--- src/rtl/sram_host_arb.sv ---
// Two-host (instruction/data) arbiter in front of a single-port SRAM with
// 1-cycle read latency; round-robin on contention, error response for misses.

module sram_host_arb_chk (
  input logic clk,
  input logic rst_n,
  input logic tag_valid,
  input logic tag_err,
  input logic mem_rvalid,
  input logic gnt_instr,
  input logic gnt_data
);
  // A granted in-range access must be answered by the SRAM one cycle later.
  assert property (@(posedge clk) disable iff (!rst_n)
    (tag_valid && !tag_err) |-> mem_rvalid)
    else $error("sram_host_arb: SRAM did not return rvalid for a granted access");

  // Never grant both hosts in one cycle.
  assert property (@(posedge clk) disable iff (!rst_n) !(gnt_instr && gnt_data))
    else $error("sram_host_arb: dual grant");
endmodule

module sram_host_arb #(
  parameter int unsigned MemSize  = 65536,
  parameter logic [31:0] MemStart = 32'h0000_0000
) (
  input  logic        clk_i,
  input  logic        rst_ni,
  input  logic        instr_req_i,
  input  logic [31:0] instr_addr_i,
  output logic        instr_gnt_o,
  output logic        instr_rvalid_o,
  output logic [31:0] instr_rdata_o,
  output logic        instr_err_o,
  input  logic        data_req_i,
  input  logic        data_we_i,
  input  logic [3:0]  data_be_i,
  input  logic [31:0] data_addr_i,
  input  logic [31:0] data_wdata_i,
  output logic        data_gnt_o,
  output logic        data_rvalid_o,
  output logic [31:0] data_rdata_o,
  output logic        data_err_o,
  output logic        mem_req_o,
  output logic        mem_we_o,
  output logic [3:0]  mem_be_o,
  output logic [31:0] mem_addr_o,
  output logic [31:0] mem_wdata_o,
  input  logic        mem_rvalid_i,
  input  logic [31:0] mem_rdata_i
);

  localparam logic [31:0] AddrMask = ~(32'(MemSize) - 32'd1);

  function automatic logic in_range(input logic [31:0] addr);
    return (addr & AddrMask) == MemStart;
  endfunction

  logic       last_data;
  logic       tag_valid;
  logic       tag_host;
  logic       tag_err;
  logic [7:0] err_cnt;

  logic grant_instr;
  logic grant_data;
  logic grant_any;
  logic win_in_range;

  // Round-robin arbitration; the pointer favours the host not granted last.
  always_comb begin
    grant_instr  = 1'b0;
    grant_data   = 1'b0;
    win_in_range = 1'b0;
    if (rst_ni) begin
      grant_instr = instr_req_i && (!data_req_i || last_data);
      grant_data  = data_req_i && (!instr_req_i || !last_data);
    end else begin
      grant_instr = 1'b0;
      grant_data  = 1'b0;
    end
    grant_any = grant_instr || grant_data;
    if (grant_data) begin
      win_in_range = in_range(data_addr_i);
    end else begin
      win_in_range = in_range(instr_addr_i);
    end
  end

  assign instr_gnt_o = grant_instr;
  assign data_gnt_o  = grant_data;

  // SRAM request mux: only an in-range winner reaches the device.
  always_comb begin
    mem_req_o   = 1'b0;
    mem_we_o    = 1'b0;
    mem_be_o    = 4'h0;
    mem_addr_o  = 32'h0;
    mem_wdata_o = 32'h0;
    case ({grant_data, grant_instr})
      2'b10: begin
        if (win_in_range) begin
          mem_req_o   = 1'b1;
          mem_we_o    = data_we_i;
          mem_be_o    = data_be_i;
          mem_addr_o  = data_addr_i;
          mem_wdata_o = data_wdata_i;
        end else begin
          mem_req_o = 1'b0;
        end
      end
      2'b01: begin
        if (win_in_range) begin
          mem_req_o   = 1'b1;
          mem_we_o    = 1'b0;
          mem_be_o    = 4'hF;
          mem_addr_o  = instr_addr_i;
          mem_wdata_o = 32'h0;
        end else begin
          mem_req_o = 1'b0;
        end
      end
      default: begin
        mem_req_o = 1'b0;
      end
    endcase
  end

  // Response tag, round-robin pointer and sticky out-of-range counter.
  always_ff @(posedge clk_i or negedge rst_ni) begin
    if (!rst_ni) begin
      last_data <= 1'b1;
      tag_valid <= 1'b0;
      tag_host  <= 1'b0;
      tag_err   <= 1'b0;
      err_cnt   <= 8'd0;
    end else begin
      tag_valid <= grant_any;
      tag_host  <= grant_data;
      tag_err   <= grant_any && !win_in_range;
      if (grant_any) begin
        last_data <= grant_data;
      end
      if (grant_any && !win_in_range && (err_cnt != 8'hFF)) begin
        err_cnt <= err_cnt + 8'd1;
      end
    end
  end

  // Route the single response to the tagged host; errors return zero data.
  always_comb begin
    instr_rvalid_o = 1'b0;
    instr_err_o    = 1'b0;
    instr_rdata_o  = 32'h0;
    data_rvalid_o  = 1'b0;
    data_err_o     = 1'b0;
    data_rdata_o   = 32'h0;
    if (tag_valid && tag_host) begin
      data_rvalid_o = 1'b1;
      data_err_o    = tag_err;
      data_rdata_o  = tag_err ? 32'h0 : mem_rdata_i;
    end else if (tag_valid) begin
      instr_rvalid_o = 1'b1;
      instr_err_o    = tag_err;
      instr_rdata_o  = tag_err ? 32'h0 : mem_rdata_i;
    end else begin
      instr_rvalid_o = 1'b0;
      data_rvalid_o  = 1'b0;
    end
  end

  sram_host_arb_chk u_chk (
    .clk        (clk_i),
    .rst_n      (rst_ni),
    .tag_valid  (tag_valid),
    .tag_err    (tag_err),
    .mem_rvalid (mem_rvalid_i),
    .gnt_instr  (grant_instr),
    .gnt_data   (grant_data)
  );

endmodule

--- config.mk ---
export PLATFORM = sky130hd
export DESIGN_NAME = sram_host_arb
export DESIGN_NICKNAME = d
export VERILOG_FILES = /design/src/rtl/sram_host_arb.sv
export SDC_FILE = /design/constraint.sdc
export NUM_CORES = 1
export LEC_CHECK = 0
export BUFFER_PORTS_ARGS = -buffer_cell sky130_fd_sc_hd__buf_2
export CAP_MARGIN = 20
export CORE_AREA = 2 2 108 110
export DETAILED_ROUTE_END_ITERATION = 7
export DIE_AREA = 0 0 110 112
export PLACE_DENSITY = 0.49
export SLEW_MARGIN = 10
export SYNTH_ARGS = -nofsm -noshare
export SYNTH_HDL_FRONTEND = slang
export SYNTH_SLANG_ARGS = --single-unit
export TNS_END_PERCENT = 5
--- constraint.sdc ---
create_clock -name clk_i -period 2.3 [get_ports clk_i]
set_clock_uncertainty 0.15 [all_clocks]
set_input_delay 0.115 -clock clk_i [delete_from_list [all_inputs] [get_ports clk_i]]
set_output_delay 0.115 -clock clk_i [all_outputs]
set_load 0.02 [all_outputs]
Word-level counts from Yosys, hierarchy flattened
Cells that the tools add are included.
{"block": "classes", "shift": 0, "eq_ne": 2, "n_reduce_logical": 14, "add_sub_neg": 0, "n_lt_le_gt_ge": 0, "multipliers": 0, "bitwise": 0, "mux": 25, "div_mod_pow": 0}
{"cell": "$mux 32", "count": 8}
{"cell": "$logic_not 32->1", "count": 2}
{"cell": "$pmux 32 s2", "count": 1}
{"cell": "$mux 1", "count": 13}
{"cell": "$mux 4", "count": 2}
{"cell": "$pmux 4 s2", "count": 1}
{"cell": "$logic_and 1x1->1", "count": 4}
{"cell": "$logic_not 1->1", "count": 4}
{"cell": "$logic_or 1x1->1", "count": 3}
{"cell": "$eq 2x1->1 const B", "count": 1}
{"cell": "$eq 2x2->1 const B", "count": 1}
{"cell": "$reduce_or 2->1", "count": 1}
{"block": "totals", "n_memories": 0, "romBits": 0, "in_bits": 138, "out_inout_bits": 140, "mem_bits_rw": 0, "ff_bits": 4, "latch_bits": 0, "wordCells": 45}

Longest topological paths before layout
Gate-level depths: netlist (run 1).
{"block": "logic_depth", "ltp_word": 7, "ltp_mapped": 8, "ltp_nobuf": 6}

Least setup slack after synthesis (run 1)
No wires, ideal clock.
{"block": "synth_path", "path_kind": "register to output", "from": "register last_data", "to": "output mem_addr_o[0]", "arrival_ns": 2.162, "required_ns": 2.035, "path_slack_ns": -0.127, "stages_incl_launch_ff": 9, "n_path_buf": 2, "cell_sequence": "dfstp_2 -> and2_1 -> nor2_4 -> ha_1 -> or3_1 -> o22a_2 -> buf_6 -> buf_6 -> nor2_1"}
{"block": "synth_via", "elab_chain_cells": 7, "word_cells_on_any_way": 13, "cone_classes": "eq/ne (2); mux (6); reduce/logical (5)"}
{"element": "start: declaration", "line": "59", "source": "logic last_data;"}
{"element": "start signal: assignment", "line": "142", "source": "last_data <= grant_data;"}
{"element": "$logic_not 1->1 (*)", "line": "77", "source": "grant_data = data_req_i && (!instr_req_i || !last_data);"}
{"element": "$logic_or 1x1->1 (*)", "line": "77"}
{"element": "$logic_and 1x1->1 (*)", "line": "77"}
{"element": "$mux 1 (*)", "line": "75", "source": "if (rst_ni) begin"}
{"element": "via data_gnt_o", "line": "40", "source": "output logic data_gnt_o,"}
{"element": "$mux 1", "line": "83", "source": "if (grant_data) begin"}
{"element": "$mux 32, on equally long branches", "line": "113, 102"}
{"element": "$pmux 32 s2 (*)", "line": "100", "source": "case ({grant_data, grant_instr})"}
{"element": "end: declaration", "line": "47", "source": "output logic [31:0] mem_addr_o,"}
The timed path passes the listed nets; every way through them passes the cells marked *.

Worst setup path in the final report (run 1)
{"block": "layout_path", "from": "register last_data", "to": "output mem_addr_o[30]"}
{"block": "layout_via", "elab_chain_cells": 7, "word_cells_on_any_way": 13, "cone_classes": "eq/ne (2); mux (6); reduce/logical (5)"}
{"element": "$logic_not 1->1", "line": "77"}
{"element": "$logic_or 1x1->1", "line": "77"}
{"element": "$logic_and 1x1->1", "line": "77"}
{"element": "$mux 1", "line": "75"}
{"element": "$mux 1", "line": "83"}
{"element": "$mux 32, on equally long branches", "line": "113, 102"}
{"element": "$pmux 32 s2 (*)", "line": "100"}
Every way passes the cells marked *; elsewhere a longest branch is shown, timed or not.

==> summary.txt, run 1 <==
Pre-Repair DR Iteration Count - 4
Vias in the first global route - 2820
Pin count of the biggest net entering global routing - 46
Pleak - 0.00210 uW
Post-Route WL - 9.34 mm
Nets - 679
RSZ-0062 raised after global routing - yes
Synth Area in XOR/XNOR - 0%
Adder-Cell Fraction of Synth Area - 2.44%
Seq/Total Area, Yosys - 6.59%
Post-Synthesis Cell Area - 1540 um^2
Final hold vios - 0
Pint - 517 uW
Crit-path max FO - 7
CP endpoint kind - primary output
VDD IR max - 199 uV
Cell Chain, Critical Path - and2_4, nor2_4, ha_4, or3_4, o22a_4, buf_12, nor2_4, buf_6
Max Transition Viols Final - 0
R2r startpoint - last_data
Drt first-iter violations - 106
Final hold slack - 0.131 ns
Cell mode on critical path - nor2_4
Fmax achieved - 405 MHz
Die width - 110 um
CP Launch Type - flip-flop
Slowest CP cell - dfstp_2
Yosys cell types - 23
Via count - 2963
IO Pins - 278
H-tree depth - 1
Clock-pin slew on the worst setup and hold paths - 0.03 ns
Outcome - complete, but fails checks
Antenna Nets Post-Route - 0
Sequential share of power - 11.1%
Placer Congestion - 0.852
Synthesized Nets - 410
Sw frac - 39.9%
Simple-gate share of the synthesized area - 59.0%
Commonest non-fill, non-tap cell in the layout - buf_2
Worst Reg-to-Reg Cells - 5
Clock period minus worst slack - 2.47 ns
Clk pwr share - 32.5%
R2R Setup Slk - 0.65 ns
Main combinational cell family by area after synthesis - simple AND/OR/NAND/NOR gates
Initial Utilization - 13.8%
Worst skew pair latency - 0.22 ns
Fin crit share - 107%
FF+latch count, synth - 4
GRT Total Usage - 13.7%
WL per Instance - 13.7 um
Proportion of synthesized area in mux cells - 0.895%
Post-DP Area - 3280 um^2
Compound-Gate Fraction of Synth Area - 18.9%
Port Buf Inserts - 276
Vias per inst - 4.36
PD cells - 228 nW/um^2
Design area - 3770 um^2
P_sw - 343 uW
Max transition margin - 47.5%
Chip height - 112 um
Antenna cells - 0
Synth Area per Inst - 5.72 um^2
Total CTS buffers - 3
Logic gate share of total power - 56.3%
CTS Buffer Depth - 2
Core Area - 11200 um^2
Final setup fails - 62
Reg-to-reg endpoint - last_data
Worst EP arrival - 2.21 ns
Final WS setup - -0.172 ns
Failing checks - setup timing
Crit-path max cell delay - 0.53 ns
Remaining Overflow, GRT - 0
Leading cell types in the layout, fill and taps excluded - buf_2, nor2_1, buf_6, nor2_4, nand2b_1
CTS tree - built
Crit path kind - reg2out
Mapped Cells - 269
Fill cells - 1206
CP required - 2.04 ns
Global-route wire length before repair - 13.6 mm
Syn. warnings - 0
CTS root buf - clkbuf_16
Least-Margin Pin Slew - 0.788 ns
CTS sink count - 4
DIE AREA - 12300 um^2
DRC - 0
Row count - 39
Share of layout cells above drive strength 1 - 63.9%
Antenna violations before repair - 1
Worst min path class - in2async
P&R area growth vs syn - 145%
HPWL after DPL - 7.87 mm
Maxcap violations - 0
-- worst max-delay path: cells and delay by family (launching register included) --
kind,cells,cell delay (ns)
AOI/OAI and AO/OA,1,0.29
adders and majority gates,1,0.23
buffers and inverters,2,0.30
DFF,1,0.53
and+or+nand+nor,4,0.63
-- worst max-delay path by stage --
stage	startpoint	to	slack, ns	cells past startpoint
final	last_data	mem_addr_o[30]	-0.17	8
after global routing	last_data	mem_addr_o[12]	-0.24	8
after CTS	last_data	mem_addr_o[25]	-0.22	7
after detailed placement	last_data	mem_be_o[3]	-0.08	8
after global placement	last_data	mem_addr_o[9]	-0.04	8
after floorplan	last_data	mem_addr_o[0]	-0.01	8
-- logic make-up (layout without fill, tap and decap cells) --
group                      count (synthesis)  in the layout
AOI/OAI and AO/OA                         40             40
DFF                                        4              4
muxes                                      1              1
buffers and inverters                     36            304
adders and majority gates                  3              3
and+or+nand+nor                          185            185
-- synthesized netlist by cell type --
cell / number / area (um^2)
nor2_1: 101 / 379
nand2b_1: 33 / 206
a22oi_1: 32 / 240
and3_1: 30 / 188
clkbuf_1: 22 / 82.6
nor4_1: 8 / 50.1
buf_6: 7 / 78.8
inv_1: 7 / 26.3
a21oi_1: 4 / 20.0
and3_2: 4 / 30.0
dfrtp_1: 3 / 75.1
ha_1: 3 / 37.5
nand2_1: 3 / 11.3
and2_1: 2 / 12.5
nand4_1: 2 / 12.5
dfstp_2: 1 / 26.3
mux2i_2: 1 / 13.8
nor2_4: 1 / 11.3
o211ai_1: 1 / 7.51
o21ai_0: 1 / 5.00
o21bai_1: 1 / 7.51
o22a_2: 1 / 10.0
or3_1: 1 / 6.26
-- per-layer routing --
layer | track usage [%] | vias up | routed length [um]
met5 | 0 | - | 13
li1 | - | 1444 | -
met1 | 16.3 | 1317 | 3660
met3 | 2.63 | 12 | 989
met2 | 24.7 | 188 | 4550
met4 | 3.54 | 2 | 129
-- final cells by class --
type,instances,area (um^2),share of cell area [%]
clock buffers,4,78.8,2.09
inverters,7,26.3,0.697
multi-input cells,229,1540,40.9
flip-flops and latches,4,101,2.69
well taps,143,179,4.75
repair buffers,293,1840,48.9
-- power by group through the flow --
stage / clock network (uW) / logic (uW) / registers, uW
floorplan: 0 / 262 / 84.9
global placement: 0 / 469 / 96.3
detailed placement: 0 / 472 / 97.1
CTS: 287 / 481 / 96.3
global route: 293 / 536 / 99.1
finish: 280 / 484 / 95.8
-- registers in the layout, indices dropped and copies added (netlist names) --
| signal | count |
|---|---|
| tag_host | 1 |
| tag_valid | 1 |
| tag_err | 1 |
| last_data | 1 |
-- per-stage QoR --
step           total power (uW)  TNS, ns  utilization [%]  instances  worst slack (ns)
2_1_floorplan               347   -0.402                -        269           -0.0145
3_3_place_gp                565   -0.841             29.3        671           -0.0435
3_5_place_dp                569    -1.68             29.3        671           -0.0770
4_1_cts                     865    -6.67             32.9        679            -0.221
5_1_grt                     929   -11.55             33.7        680            -0.241
6_report                    860    -5.90             33.7        680            -0.172
-- what timing repair did --
item | in CTS | in global routing
gates cloned | 2 | 0
endpoints found under the hold margin | 4 | 0
buffers inserted | 1 | 1
pin swaps | 3 | 7
setup endpoints to repair | 63 | 63
resized for setup | 78 | 21
hold buffers | 1 | 0
(Power assumes the default switching activity.)
==> inputs of run 2 (changes only) <==
- SETUP_SLACK_MARGIN: default -> 0.4
==> run 2 against run 1 <==
- the flow still finishes with violations (setup timing)
- non-clock buffer count grew 2
- via count grew 0.17%
- critical path type unchanged
- highest routed layer is now met4
- largest power group unchanged
- hold slack gained 0.0061 ns
- total power grew 1.3%
- utilization grew 3.7 points
- wire length grew 6.7%
==> summary.txt, run 2 (synthesized netlist as in run 1, its figures left out) <==
Cell mode on critical path - nor2_4
Fill cells - 1175 (-2.6%)
Worst EP arrival - 2.20 ns (about the same)
PD cells - 208 nW/um^2 (-8.7%)
GRT Total Usage - 13.1% (-0.60 points)
DR top layer - met4
Global-route wire length before repair - 13.1 mm (-3.7%)
Chip height - 112 um (unchanged)
Crit-path max cell delay - 0.53 ns (about the same)
Crit-path max FO - 7 (unchanged)
Fmax achieved - 405 MHz (+0.19%)
Drt first-iter violations - 84 (-21%)
DRT met1 WL - 3.71 mm (+1.5%)
Slowest CP cell - dfstp_2
Pin count of the biggest net entering global routing - 38 (-17%)
Final hold slack - 0.137 ns (+0.00613 ns)
DRC - 0 (unchanged)
Placer Congestion - 0.839 (-1.4%)
Commonest non-fill, non-tap cell in the layout - buf_2
Pleak - 0.00206 uW (-1.4%)
Max Transition Viols Final - 0 (unchanged)
Initial Utilization - 13.8% (unchanged)
CTS root buf - clkbuf_16
Worst min path class - in2async
Worst skew pair latency - 0.22 ns (about the same)
Met2 wire len - 5.18 mm (+14%)
Crit path kind - reg2out
CTS tree - built
Sequential share of power - 9.6% (-1.5 points)
Fin crit share - 107% (-0.20 points)
Failing checks - setup timing
CP endpoint kind - primary output
HPWL after DPL - 7.93 mm (+0.77%)
Logic gate share of total power - 58.5% (+2.2 points)
Delay-heaviest family, CP - simple AND/OR/NAND/NOR gates
Die width - 110 um (unchanged)
Remaining Overflow, GRT - 0 (unchanged)
VDD IR max - 220 uV (+10%)
Clk pwr share - 31.9% (-0.6 points)
Sw frac - 40.1% (+0.20 points)
CTS sink count - 4 (unchanged)
DIE AREA - 12300 um^2 (unchanged)
CP Launch Type - flip-flop
Port Buf Inserts - 276 (unchanged)
CP bufs+invs - 2 (unchanged)
P_sw - 350 uW (+1.9%)
Share of layout cells above drive strength 1 - 69.4% (+5.5 points)
Maxcap violations - 0 (unchanged)
Met3 wire len - 976 um (-1.3%)
Least-Margin Pin Slew - 0.391 ns (-0.397 ns)
Cell Chain, Critical Path - and2_4, nor2_4, ha_4, or3_4, o22a_4, buf_12, nor2_4, buf_6
Leading cell types in the layout, fill and taps excluded - buf_2, buf_6, nor2_1, nor2_4
IO Pins - 278 (unchanged)
Post-Route WL - 9.96 mm (+6.7%)
P&R area growth vs syn - 172%
Clock period minus worst slack - 2.47 ns (-0.00469 ns)
Row count - 39 (unchanged)
Final setup fails - 37 (-40%)
Antenna Nets Post-Route - 0 (unchanged)
Vias in the first global route - 2698 (-4.3%)
Total CTS buffers - 3 (unchanged)
Antenna violations before repair - 2 (+1)
H-tree depth - 1 (unchanged)
RSZ-0062 raised after global routing - yes
Final WS setup - -0.167 ns (+0.00469 ns)
Total power - 872 uW (+1.3%)
Vias per inst - 4.34 (-0.42%)
WL per Instance - 14.6 um (+6.0%)
Clock-pin slew on the worst setup and hold paths - 0.03 ns (about the same)
Nets - 681 (+0.29%)
Core Area - 11200 um^2 (unchanged)
Pre-Repair DR Iteration Count - 4 (unchanged)
CP required - 2.04 ns (about the same)
Max transition margin - 73.7% (+26 points)
Final hold vios - 0 (unchanged)
Via count - 2968 (+0.17%)
CTS Buffer Depth - 2 (unchanged)
Outcome - complete, but fails checks
Pint - 522 uW (+1.0%)
run 2: routing by layer:
metal / track usage [%] / up-vias
li1: - / 1452
met2: 24.8 / 189
met3: 2.75 / 8
met4: 2.36 / 0
met1: 14.9 / 1319
met5: 0 / -
run 2: final timing paths:
check | depth (start not counted) | startpoint | end | slack (ns)
min in group clk_i | 4 | instr_req_i | tag_host | 0.22
hold / removal | 2 | rst_ni | tag_valid | 0.14
setup / recovery | 8 | last_data | mem_be_o[3] | -0.17
max in group asynchronous | 2 | rst_ni | last_data | 1.62
setup reg to reg | 6 | last_data | tag_err | 0.65
hold reg to reg | 2 | last_data | last_data | 0.35
run 2: cell type report:
class,count,area (um^2),area share (%)
Clock buffer,4,78.8,1.89
Multi-Input combinational cell,229,1710,40.8
Antenna cell,2,5.00,0.120
Timing Repair Buffer,295,2080,49.9
Inverter,7,26.3,0.628
Tap cell,143,179,4.28
Sequential cell,4,101,2.42
run 2: power by group through the flow:
stage                     Clock (uW)  Sequential (uW)  Combinational [uW]
after floorplan                    0             85.1                 266
after global placement             0             84.5                 491
after detailed placement           0             84.7                 497
after CTS                        284             84.0                 500
after global routing             291             85.3                 559
final                            278             84.1                 510
run 2: stage by stage:
| stage | worst slack, ns | std cells | setup TNS, ns | cell area (um^2) | utilization [%] |
|---|---|---|---|---|---|
| 2_1_floorplan | 0.0982 | 269 | 0 | 1820 | - |
| 3_3_place_gp | 0.0343 | 673 | 0 | 3360 | 30.1 |
| 3_5_place_dp | 0.0146 | 673 | 0 | 3360 | 30.1 |
| 4_1_cts | -0.219 | 678 | -6.75 | 3580 | 32.0 |
| 5_1_grt | -0.227 | 683 | -7.57 | 4180 | 37.4 |
| 6_report | -0.167 | 684 | -5.41 | 4180 | 37.4 |
run 2: worst register-to-register path: cells and delay by family (launching register included):
family	cells	cell delay, ns
mux	1	0.22
buf+inv	2	0.38
flops	1	0.53
simple gates	3	0.26
run 2: repair_timing:
item / 4_1_cts / 5_1_grt
gates resized for setup: 42 / 143
cloned: 0 / 3
hold buffers: 1 / 0
buffers inserted: 0 / 1
pin swaps: 0 / 40
hold endpoints to repair: 4 / 0
setup endpoints to repair: 70 / 70
